`src/rtl/park_entry_encrypt_pkg.sv`:
```
// Shared constants and FSM encoding for the entry-gate encryptor.
package park_entry_encrypt_pkg;

  localparam int              PE_ID_W      = 3;
  localparam int              PE_SPOTS     = 2 ** PE_ID_W;
  localparam logic [PE_ID_W-1:0] PE_LFSR_SEED = 3'b101;

  typedef enum logic [1:0] {
    IDLE   = 2'd0,
    SEARCH = 2'd1,
    ISSUE  = 2'd2
  } state_t;

endpackage

```
`src/rtl/pattern_lfsr.sv`:
```
// Free-running 3-bit Fibonacci LFSR; maximal length (period 7), never reaches 0.
module pattern_lfsr #(
  parameter logic [2:0] SEED = 3'b101
) (
  input  logic       clk,
  input  logic       rst_n,
  output logic [2:0] lfsr
);

  // Advance every cycle regardless of what the gate FSM is doing.
  always_ff @(posedge clk or negedge rst_n) begin
    if (!rst_n) lfsr <= SEED;
    else        lfsr <= {lfsr[1:0], lfsr[2] ^ lfsr[1]};
  end

endmodule

```
`src/rtl/park_entry_encrypt.sv`:
```
// Entry gate: reserves a free bay, issues token = bay ^ pattern, tracks occupancy.
import park_entry_encrypt_pkg::*;

module park_entry_encrypt #(
  parameter int              SPOTS     = PE_SPOTS,
  parameter int              ID_W      = PE_ID_W,
  parameter logic [ID_W-1:0] LFSR_SEED = PE_LFSR_SEED
) (
  input  logic            clk,
  input  logic            rst_n,
  input  logic            enter,
  input  logic            token_ack,
  input  logic            exit_valid,
  input  logic [ID_W-1:0] exit_spot,
  output logic [ID_W-1:0] token,
  output logic [ID_W-1:0] pattern,
  output logic [ID_W-1:0] park_number,
  output logic            token_valid,
  output logic            reject,
  output logic            err_release,
  output logic            full,
  output logic [ID_W:0]   count
);

  state_t            state, state_nxt;
  logic [SPOTS-1:0]  occ, occ_nxt;
  logic [ID_W-1:0]   ptr;
  logic [ID_W:0]     count_nxt;
  logic [ID_W-1:0]   lfsr;

  logic bay_free, ack_fire, rel_ok, rel_bad;

  pattern_lfsr #(.SEED(LFSR_SEED)) u_lfsr (
    .clk  (clk),
    .rst_n(rst_n),
    .lfsr (lfsr)
  );

  assign full     = (count == (ID_W+1)'(SPOTS));
  assign bay_free = !occ[ptr];
  assign ack_fire = (state == ISSUE) && token_ack;
  // The reserved bay stays free until ack, so releasing it counts as an error.
  assign rel_ok   = exit_valid &&  occ[exit_spot];
  assign rel_bad  = exit_valid && !occ[exit_spot];

  // State register.
  always_ff @(posedge clk or negedge rst_n) begin
    if (!rst_n) state <= IDLE;
    else        state <= state_nxt;
  end

  // Next-state logic; SEARCH is entered only when a free bay exists.
  always_comb begin
    state_nxt = state;
    case (state)
      IDLE:    if (enter && !full) state_nxt = SEARCH;
      SEARCH:  if (bay_free)       state_nxt = ISSUE;
      ISSUE:   if (token_ack)      state_nxt = IDLE;
      default:                     state_nxt = IDLE;
    endcase
  end

  // Occupancy and count: ack sets the reserved bit, a valid release clears another.
  always_comb begin
    occ_nxt = occ;
    if (rel_ok)   occ_nxt[exit_spot]   = 1'b0;
    if (ack_fire) occ_nxt[park_number] = 1'b1;
    count_nxt = count + (ID_W+1)'(ack_fire) - (ID_W+1)'(rel_ok);
  end

  // Datapath: scan pointer, token capture, map/count update, status pulses.
  always_ff @(posedge clk or negedge rst_n) begin
    if (!rst_n) begin
      occ         <= '0;
      count       <= '0;
      ptr         <= '0;
      token       <= '0;
      pattern     <= '0;
      park_number <= '0;
      token_valid <= 1'b0;
      reject      <= 1'b0;
      err_release <= 1'b0;
    end else begin
      reject      <= (state == IDLE) && enter && full;
      err_release <= rel_bad;
      occ         <= occ_nxt;
      count       <= count_nxt;
      if (state == SEARCH) begin
        if (bay_free) begin
          park_number <= ptr;
          pattern     <= lfsr;
          token       <= ptr ^ lfsr;
          token_valid <= 1'b1;
        end else begin
          ptr <= ptr + ID_W'(1);
        end
      end
      if (ack_fire) begin
        token_valid <= 1'b0;
        ptr         <= park_number + ID_W'(1);
      end
    end
  end

endmodule

```
`config.mk`:
```
export PLATFORM = sky130hd
export DESIGN_NAME = park_entry_encrypt
export DESIGN_NICKNAME = d
export VERILOG_FILES = /design/src/rtl/park_entry_encrypt_pkg.sv /design/src/rtl/pattern_lfsr.sv /design/src/rtl/park_entry_encrypt.sv
export SDC_FILE = /design/constraint.sdc
export NUM_CORES = 1
export LEC_CHECK = 0
export ABC_AREA = 1
export CAP_MARGIN = 20
export CORE_ASPECT_RATIO = 0.6
export CORE_MARGIN = 1.5
export CORE_UTILIZATION = 54
export DETAILED_ROUTE_END_ITERATION = 16
export PLACE_DENSITY = 0.81
export SETUP_SLACK_MARGIN = 0.05
export SLEW_MARGIN = 20
export SYNTH_ARGS = -nofsm -noshare
export SYNTH_HDL_FRONTEND = slang
export SYNTH_SLANG_ARGS = --single-unit
export TNS_END_PERCENT = 20
```
`constraint.sdc`:
```
create_clock -name clk -period 2.3 [get_ports clk]
set_input_delay 0.23 -clock clk [delete_from_list [all_inputs] [get_ports clk]]
set_output_delay 0.23 -clock clk [all_outputs]
set_load 0.02 [all_outputs]
```
Yosys cells after proc, flatten, opt, wreduce, memory -nomap -nowiden
Cells that the tools add are included.

storage, ports and cells
  bits in registers = 32
  bits of input ports = 8
  output and inout port bits = 17
  logic and storage cells = 70

cells by class
  add/subtract/negate cells = 4
  $lt $le $gt $ge = 5
  eq/ne operators = 7
  multiplexer cells = 20
  bitwise operators = 6
  reduce and logical (&&, ||, !) cells = 17

operators with widths
  cell                 number
  $mux 8               2
  $lt 3x4->1 const B   3
  $mux 3               3
  $and 8x8->8          1
  $logic_and 1x1->1    8
  $ne 2x2->1 const B   4
  $not 8->8            1
  $or 8x8->8           1
  $mux 1               7
  $add 3x1->3 const B  2
  $bmux 1 s3           2
  $demux 1 s3          2
  $ge 3x1->1 const B   2
  $mux 2               3
  $pmux 2 s3           1
  $reduce_and 2->1     3
  $add 4x1->4          1
  $eq 4x4->1 const B   1
  $reduce_bool 2->1    2
  $sub 4x1->4          1
  $reduce_and 3->1     1
  $xor 3x3->3          1
  $eq 2x1->1 const B   1
  $eq 2x2->1 const B   1
  other kinds (4)      5

Logic depth before layout (Yosys ltp)
  depth in word-level cells = 9
  mapped depth = 14

By module
From an unflattened synthesis, not the netlist that was laid out.

second synthesis, totals
  cells, all modules = 222
  area, all modules = 1770.4 µm²

by module, submodules not included
  module              times used  cells each  area each (µm²)  sequential area each (µm²)
  park_entry_encrypt  1           214         1674.1           725.7
  pattern_lfsr        1           8           96.3             77.6

Worst setup path after synthesis
No wires, ideal clock.

  path kind = input to register
  start point = input exit_spot[0]
  end point = register count[2]
  library setup time = 123 ps
  arrival = 1777 ps
  data required time = 2177 ps
  path slack = 400 ps
  stages = 14
  buffers on the path = 1
  cells stage by stage = buf_6 > inv_2 > nand2_1 > nand2_1 > nand2_1 > nand2_1 > nand2_1 > a21oi_1 > ha_1 > inv_1 > ha_1 > inv_1 > fa_1 > xnor2_1

on the way
  longest elaborated chain between the ends = 4

RTL lines
  what                          RTL line                  RTL
  start: declaration            park_entry_encrypt.sv:14  input logic [ID_W-1:0] exit_spot,
  $bmux 1 s3                    park_entry_encrypt.sv:43  assign rel_ok = exit_valid && occ[exit_spot];
  $mux 1 (implied by the code)  park_entry_encrypt.sv:43
  $logic_and 1x1->1             park_entry_encrypt.sv:43
  $sub 4x1->4                   park_entry_encrypt.sv:68  count_nxt = count + (ID_W+1)'(ack_fire) - (ID_W+1)'(rel_ok);
  via count_nxt[2]              park_entry_encrypt.sv:28  logic [ID_W:0] count_nxt;
  end signal: assignment        park_entry_encrypt.sv:87  count <= count_nxt;
  end: declaration              park_entry_encrypt.sv:22  output logic [ID_W:0] count

The timed path passes the listed nets, and every way through them passes these cells. The select of a mux whose other input is x is not followed.
A chain may end at the register's enable or synchronous reset.

Worst setup path in the final report
  start point = register occ[7]
  end point = register count[2]

on the way
  longest elaborated chain between the ends = 4

RTL lines
  what                          RTL line                  RTL
  start: declaration            park_entry_encrypt.sv:26  logic [SPOTS-1:0] occ, occ_nxt;
  start signal: assignment      park_entry_encrypt.sv:86  occ <= occ_nxt;
  $bmux 1 s3                    park_entry_encrypt.sv:43
  $mux 1 (implied by the code)  park_entry_encrypt.sv:43
  $logic_and 1x1->1             park_entry_encrypt.sv:43
  $sub 4x1->4                   park_entry_encrypt.sv:68
  via count_nxt[2]              park_entry_encrypt.sv:28

The timed path passes the listed nets, and every way through them passes these cells. The select of a mux whose other input is x is not followed.

==> flow_summary.yaml <==
timing:
  relSlewSlack_pct: 72.8
  max_freq_ghz: 0.484
  fin_crit_sh_pct: 89.8
  timing.final.hold_violations: 0
  min_period_ps: 2070
  worst_slew_pin_slew_ps: 408
  whs_ps: 337
  setup_viol_count_final: 0
  finClkSkew_ps: 9.49
  rsz0062_at_grt: "no"
  slew_viol_final: 0
min_path:
  worstHoldPathType: "primary input to asynchronous set/reset pin"
worst_setup_path:
  crit_top_cell: "nand2_1"
  cp_num_cells: 12
  cp-endpoint: "count[2]"
  reg2reg_slack_ps: 230
  critical_path_arrival_ps: 2240
  cp_top_family: "adder cells"
  critical_path_buf_inv_count: 2
  cp-start-kind: "flip-flop"
  required_ps: 2470
  cp_slowest_cell: "dfrtp_1"
  r2r_end: "count[2]"
  critPathCaptureType: "flip-flop"
  worstRegToRegCells: 12
  cp-startpoint: "occ[7]"
  path_cells: "nand2_1 > nand2_1 > nand2_1 > nand2_1 > nand2_1 > a21oi_1 > ha_1 > inv_1 > ha_1 > inv_1 > fa_1 > xnor2_1"
  crit_fanout: 3
  cp_slowest_stage_delay_ps: 400
  crit_type: "flip-flop to flip-flop"
  r2r-start: "occ[7]"
synthesis:
  yosysWarningCount: 0
  postSynthAreaPerCell_sq_um: 8.12
  syn_area_sq_mm: 0.00174
  synth_cell_types: 25
  ys_ff_latch: 32
  seq_area_frac_synth_pct: 46.3
  syn_nets: 229
  syn_inst: 214
routing:
  ant_nets: 0
  drc: 0
  vias: 1539
  totalWireLength_mm: 3.91
  wl_per_cell_microns: 13.3
  drt_first_iter_violations: 165
  vias_per_cell: 5.22
  drtPass1Iterations: 5
cells_and_area:
  drive_above_1_share_pct: 13.4
  fill_cells: 257
  mostFrequentLayoutCell: "nand2_1"
  regArea_sq_um: 803
  multi_input_area_sq_um: 785
  final_cell_mix: "nand2_1, dfrtp_1, nand3_1"
  syn_to_final_growth_pct: 24.5
  nNetsFinal: 267
  diodes: 0
cts:
  cts_made_buffers: 5
  cts_buffer_depth: 2
  cts-root-buf: "clkbuf_8"
  cts_hold_buf: 0
  clock_latency_ps: 280
  htreeDepth: 2
  cts_tree: "done"
  cts_sinks: 32
  path_clk_slew_ps: 70
global_route:
  track_usage_pct: 24.2
  antenna_found_initial: 0
  grt_pass1_vias: 1386
  grt_start_max_net_pins: 33
  grt_pass1_wl_mm: 6.46
  grt.overflow.total: 0
placement:
  numPortBuffers: 24
  dpl.hpwl_mm: 2.96
  gp_congestion: 0.902
power:
  power_density_mw_per_mm2: 1260
  power_w: 0.00272
  total_leakage_power_nw: 1.10
  vdd_ir_drop_max_mv: 0.854
die:
  coreArea_sq_mm: 0.00297
  initial_utilization_pct: 58.6
  die_w_microns: 76.2
  fp.dieH_microns: 46.9
  core.rowCount: 15
  die_area_sq_mm: 0.00358
  ios: 25
flow_run:
  maxCapViolations: 0
run_status:
  outcome: "finished clean"
[layer usage]
metal / up-vias / GRT usage, % / wire (microns)
met4: 0 / 5.56 / 23
met1: 699 / 35.3 / 1850
li1: 758 / - / -
met5: - / 0 / 0
met2: 78 / 36.6 / 1640
met3: 4 / 6.60 / 401
[sequential cells by signal, summed over array words and instances, names as in the netlist]
register,count
state,2
count,4
token_valid,1
park_number,3
occ,8
ptr,3
u_lfsr.lfsr,3
err_release,1
token,3
reject,1
pattern,3
[how the worst min path moves through the flow]
stage	from	to	slack [ps]
2_1_floorplan	rst_n	count[0]	-70
3_3_place_gp	u_lfsr.lfsr[0]	u_lfsr.lfsr[1]	420
3_5_place_dp	u_lfsr.lfsr[0]	u_lfsr.lfsr[1]	420
4_1_cts	rst_n	occ[3]	350
5_1_grt	rst_n	occ[3]	390
6_report	rst_n	occ[3]	340
[where the power goes]
| part | internal [W] | switching (W) |
|---|---|---|
| sequential | 0.000761 | 0.000218 |
| clock | 0.000244 | 0.000198 |
| combinational | 0.000527 | 0.000767 |
[cell usage after synthesis (all sizes together)]
| library cell | n | area (sq um) |
|---|---|---|
| o21ai | 11 | 73.8 |
| dfstp | 2 | 52.6 |
| nor3 | 8 | 40.0 |
| buf | 4 | 42.5 |
| ha | 6 | 75.1 |
| xor2 | 2 | 17.5 |
| dfrtp | 30 | 751 |
| xnor2 | 4 | 35.0 |
| o211ai | 1 | 7.51 |
| nor2 | 7 | 26.3 |
| a21oi | 2 | 10.0 |
| clkbuf | 1 | 3.75 |
| nand2 | 77 | 299 |
| nand3 | 31 | 173 |
| inv | 26 | 103 |
| o21bai | 1 | 7.51 |
| fa | 1 | 20.0 |
[through the flow]
| step | cell area, sq um | instances | TNS, ps | setup slack, ps | utilization, % |
|---|---|---|---|---|---|
| after floorplan | 1740 | 214 | 0 | 400 | - |
| after global placement | 2070 | 287 | -319 | -154 | 69.9 |
| after detailed placement | 2070 | 287 | -585 | -272 | 69.9 |
| after CTS | 2160 | 295 | 0 | 217 | 72.9 |
| after global routing | 2160 | 295 | 0 | 79.7 | 72.9 |
| final | 2160 | 295 | 0 | 234 | 72.9 |
[cell families after synthesis]
logic type / Yosys count / share of synthesized area (%)
adders and majority gates: 7 / 5.48
buffers and inverters: 31 / 8.57
DFF: 32 / 46.3
and+or+nand+nor: 123 / 31.0
xor gates and xnor gates: 6 / 3.03
AOI/OAI and AO/OA: 15 / 5.69
[layout make-up]
class,count,area share [%]
clock buffers,8,4.17
inverters,26,4.75
multi-input cells,151,36.3
flip-flops and latches,32,37.2
well taps,42,2.43
repair buffers,36,15.2
[timing repair]
item / CTS / global route
gates resized for setup: 1 / 0
buffers inserted: 0 / 0
endpoints found under the setup margin: 2 / 0
No activity file was read; power rests on OpenSTA's default activity.
==> variant 1: new RTL, same settings <==
Put one more register stage on the output `count`. The value now appears one clock later. The other outputs are not delayed to match.
--- a/src/rtl/park_entry_encrypt.sv
+++ b/src/rtl/park_entry_encrypt.sv
@@ -24,2 +24,4 @@
 
+  logic [ID_W:0] count_s0;
+
   state_t            state, state_nxt;
@@ -38,3 +40,3 @@
 
-  assign full     = (count == (ID_W+1)'(SPOTS));
+  assign full     = (count_s0 == (ID_W+1)'(SPOTS));
   assign bay_free = !occ[ptr];
@@ -67,3 +69,3 @@
     if (ack_fire) occ_nxt[park_number] = 1'b1;
-    count_nxt = count + (ID_W+1)'(ack_fire) - (ID_W+1)'(rel_ok);
+    count_nxt = count_s0 + (ID_W+1)'(ack_fire) - (ID_W+1)'(rel_ok);
   end
@@ -74,3 +76,3 @@
       occ         <= '0;
-      count       <= '0;
+      count_s0    <= '0;
       ptr         <= '0;
@@ -86,3 +88,3 @@
       occ         <= occ_nxt;
-      count       <= count_nxt;
+      count_s0    <= count_nxt;
       if (state == SEARCH) begin
@@ -104,2 +106,6 @@
 
+  always_ff @(posedge clk) begin
+    count <= count_s0;
+  end
+
 endmodule
Formal check against the unedited RTL: not equivalent (a bounded check fails within 4 cycles, from zero or initial values and one cycle with rst_n low).
==> variant 1 against the original RTL <==
  * First-iteration DRC count down 34%
  * Area after synthesis up 6.5%
  * Sequential share of layout area up 1.5 points
  * Routed wire length down 3.1%
  * Power up 5.2%
  * Non-clock buffer count up 1
  * Worst setup slack better by 0.0033 ns
  * Maximum frequency up 0.16%
  * Design area up 5.6%
  * Highest routed layer unchanged
  * Sequential cell count up 4
==> variant 1: results (changes against the original RTL) <==
- Area post-placement: 2190 um^2 (was 2070 um^2)
- The total instance count after detailed placement came to 300 (was 287).
- Setup slack of the worst register-to-register path: 0.25 ns (was 0.23 ns)
- FFs w/ async S/R, synth: 88.9% (was 100%)
- Count of unique library cells instantiated by Yosys: 27 (was 25)
* Floorplan die width: 78.6 um (was 76.2 um)
- Filler instances: 250 (was 257)
* Start point of the critical path: exit_spot[1] (was occ[7])
* Register area share after synthesis: 47.8% (was 46.3%)
- First-pass GRT wire length: 6740 um (was 6460 um)
- The final cell count without fillers came to 308 (was 295).
- Final total power: 2.86 mW (was 2.72 mW)
- The last element of the critical path was count_s0[2] (was count[2]).
- The worst supply voltage drop on vdd came to 0.000883 V (was 0.000854 V).
* Cell types with the highest counts after synthesis: sky130_fd_sc_hd__nand2_1 (67), sky130_fd_sc_hd__nand3_1 (38), sky130_fd_sc_hd__dfrtp_1 (30) (was sky130_fd_sc_hd__nand2_1 (73), sky130_fd_sc_hd__dfrtp_1 (30), sky130_fd_sc_hd__nand3_1 (29))
- Reg2Reg Launch Point: occ[1] (was occ[7])
- The met1 global-route usage is 37.9% (was 35.3%).
- The delay contributed by the slowest stage of the critical path was 0.49 ns (was 0.40 ns).
- Combinational fraction of design power: 45.3% (was 47.7%)
* Registers with the highest flip-flop counts: occ x8, count x4, count_s0 x4 (was occ x8, count x4)
- The net count of the finished layout was 277 (was 267).
- Run status: finished clean (unchanged).
- The length of routed met2 wiring is 1420 um (was 1640 um).
- The leakage power figure is 1.17 nW (was 1.10 nW).
- Syn_nets: 239 (was 229)
- The met3 wire length was 285 um (was 401 um).
- The clock skew after layout is 0.00406 ns (was 0.00949 ns).
- The smallest hold slack is 0.334 ns (was 0.337 ns).
- Average wire per cell in the routed design: 12.3 um (was 13.3 um)
- The global routing met3 resource utilization is 6.60% (about the same).
* Gpl congestion: 0.886 (was 0.902)
variant 1: changes by cell type after synthesis, sizes merged:
| cell | before | now |
|---|---|---|
| nand2 | 77 | 80 |
| inv | 26 | 25 |
| xnor2 | 4 | 1 |
| nand3 | 31 | 39 |
| xor2 | 2 | 5 |
| dfxtp | 0 | 4 |
| o21ai | 11 | 6 |
| buf | 4 | 5 |
variant 1: cell families (layout without fill, tap and decap cells):
kind of cell / after synthesis / after routing / share of synthesized area, %
AO/OA/AOI/OAI: 10 / 10 / 2.98
XOR/XNOR: 6 / 6 / 2.84
adder cells (fa/ha/maj): 7 / 7 / 5.14
buffers and inverters: 31 / 70 / 8.32
flip-flops: 36 / 36 / 47.8
AND/OR/NAND/NOR: 134 / 134 / 33.0
variant 1: final cells by class:
cell class	instances	area (um^2)	area share, %
sequential	36	883	38.7
multi-input combinational	157	812	35.6
timing repair buffer	37	337	14.7
inverter	25	101	4.44
clock buffer	7	86.3	3.78
tap	45	56.3	2.47
clock inverter	1	7.51	0.329
==> variant 2: new RTL, same flow settings <==
Without the edit above. The 3 states of `state_t` get a one-hot encoding in 3 bits.
--- a/src/rtl/park_entry_encrypt_pkg.sv
+++ b/src/rtl/park_entry_encrypt_pkg.sv
@@ -7,6 +7,6 @@
 
-  typedef enum logic [1:0] {
-    IDLE   = 2'd0,
-    SEARCH = 2'd1,
-    ISSUE  = 2'd2
+  typedef enum logic [2:0] {
+    IDLE   = 3'b001,
+    SEARCH = 3'b010,
+    ISSUE  = 3'b100
   } state_t;
Function: same outputs for any inputs over 10 cycles, from zero or initial values and one cycle with rst_n low; not proved beyond that.
==> variant 2 against the original RTL <==
  * Clock power decreased by 6.1%
  * Global-route usage is 0.47 points lower
  * Sequential cell count grew 1
  * Critical path type unchanged
  * Routed wire length grew 2.2%
  * Power decreased by 6.6%
  * Synthesized cell count is 2.8% higher
  * Design area increased by 9.1%
  * Worst hold slack improved by 0.0097 ns
  * Largest power group unchanged
  * Utilization fell by 1.9 points
  * Worst setup slack better by 0.033 ns
  * Area after synthesis grew 11%
==> variant 2: results (changes against the original RTL) <==
- The number of fill cells in the layout came to 269 (was 257).
- The post-synthesis cell type count is 33 (was 25).
* Count of nets left with antenna violations after detail routing: 0 (unchanged)
- Via count of the first global-routing pass: 1540 (was 1386)
- Run status: finished clean (unchanged)
- The global placer's final weighted congestion is 0.878 (was 0.902).
- The post-detailed-route via-to-cell ratio was 5.18 (was 5.22).
- The fraction of layout cells with a size suffix above 1 was 25.3% (was 13.4%).
* Aggregate global-route resource usage: 23.7% (was 24.2%)
- Detailed-placement wirelength estimate: 2900 um (was 2960 um)
* Area post-placement: 2270 um^2 (was 2070 um^2)
- The number of DRC markers in iteration 0 was 143 (was 165).
- P_int: 1.46 mW (was 1.53 mW)
- Number of detailed-route iterations in the first pass: 4 (was 5)
- The clock skew after layout was 0.00783 ns (was 0.00949 ns).
- The met1 global-route usage was 35.4% (was 35.3%).
- The post-detailed-routing wire length was 4000 um (was 3910 um).
- The total number of vias is 1586 (was 1539).
- Routed met3 length: 235 um (was 401 um)
* Routed length on met2: 1660 um (was 1640 um)
- The highest routing layer actually used is met4 (unchanged).
* Storage cell area: 830 um^2 (was 803 um^2)
* Largest net degree at the start of global routing: 34 (was 33)
- The slew of the pin with the lowest slew margin is 0.405 ns (was 0.408 ns).
- The synthesized netlist net count came to 235 (was 229).
- Reg2Reg Launch Point: occ[3] (was occ[7])
- Post-placement worst setup slack: -0.263 ns (was -0.272 ns)
- Met3 GRT Util: 6.54% (was 6.60%)
- Final Net Count: 275 (was 267)
* Peak supply drop: 0.000679 V (was 0.000854 V)
- Cell types with the highest counts after synthesis: sky130_fd_sc_hd__nand2_1 (58), sky130_fd_sc_hd__dfrtp_1 (30), sky130_fd_sc_hd__inv_1 (25) (was sky130_fd_sc_hd__nand2_1 (73), sky130_fd_sc_hd__dfrtp_1 (30), sky130_fd_sc_hd__nand3_1 (29)).
- The part of the Yosys area used for sequential elements came to 43.1% (was 46.3%).
- The data arrival time of the worst path was 2.21 ns (was 2.24 ns).
- Final critical-path required period: 2.03 ns (was 2.07 ns)
* Post-route met1 wirelength: 2070 um (was 1850 um)
* Leading cell types by total area after synthesis: sky130_fd_sc_hd__dfrtp_1 (39%), sky130_fd_sc_hd__nand2_1 (11%), sky130_fd_sc_hd__nand3_1 (5.2%), sky130_fd_sc_hd__inv_1 (4.9%), sky130_fd_sc_hd__nand3_2 (4.7%) (was sky130_fd_sc_hd__dfrtp_1 (43%), sky130_fd_sc_hd__nand2_1 (16%), sky130_fd_sc_hd__nand3_1 (8.4%), sky130_fd_sc_hd__inv_1 (5.0%), sky130_fd_sc_hd__ha_1 (4.3%))
* Leakage power of the design: 1.14 nW (was 1.10 nW)
- First-pass GRT wire length: 7090 um (was 6460 um)
- The average cell area after synthesis came to 8.74 um^2 (was 8.12 um^2).
[variant 2: repair_timing]
action | CTS | global route
resized for setup | 1 | 1
endpoints found under the setup margin | 2 | 2
hold buffers | 0 | 0
[variant 2: power groups by stage]
| stage | clock, mW | sequential, mW | combinational, mW |
|---|---|---|---|
| finish | 0.415 | 0.965 | 1.16 |
| global route | 0.450 | 0.987 | 1.30 |
| CTS | 0.421 | 0.962 | 1.16 |
| detailed placement | 0 | 0.966 | 1.15 |
| global placement | 0 | 0.964 | 1.12 |
| floorplan | 0 | 1.02 | 0.733 |
[variant 2: final timing paths]
check / depth (start not counted) / endpoint / slack (ns)
worst max-delay path: 12 / count[2] / 0.27
worst min-delay path: 2 / park_number[0] / 0.35
worst max register to register: 12 / count[2] / 0.27
worst min register to register: 0 / u_lfsr.lfsr[1] / 0.43
max in group asynchronous: 2 / state[0] / 1.63
min in group clk: 0 / u_lfsr.lfsr[1] / 0.43
[variant 2: cells by family (layout without fill, tap and decap cells)]
| group | after synthesis | in the layout | synth area share [%] |
|---|---|---|---|
| and+or+nand+nor | 119 | 119 | 32.5 |
| buffers and inverters | 35 | 76 | 8.98 |
| AOI/OAI and AO/OA | 20 | 20 | 7.74 |
| adders and majority gates | 7 | 7 | 4.94 |
| DFF | 33 | 33 | 43.1 |
| xor gates and xnor gates | 6 | 6 | 2.73 |
[variant 2: layout make-up]
cell class	instances	area share, %
Timing Repair Buffer	38	14.7
Multi-Input combinational cell	152	39.0
Inverter	30	5.20
Tap cell	45	2.39
Clock inverter	2	0.424
Clock buffer	6	3.08
Sequential cell	33	35.2
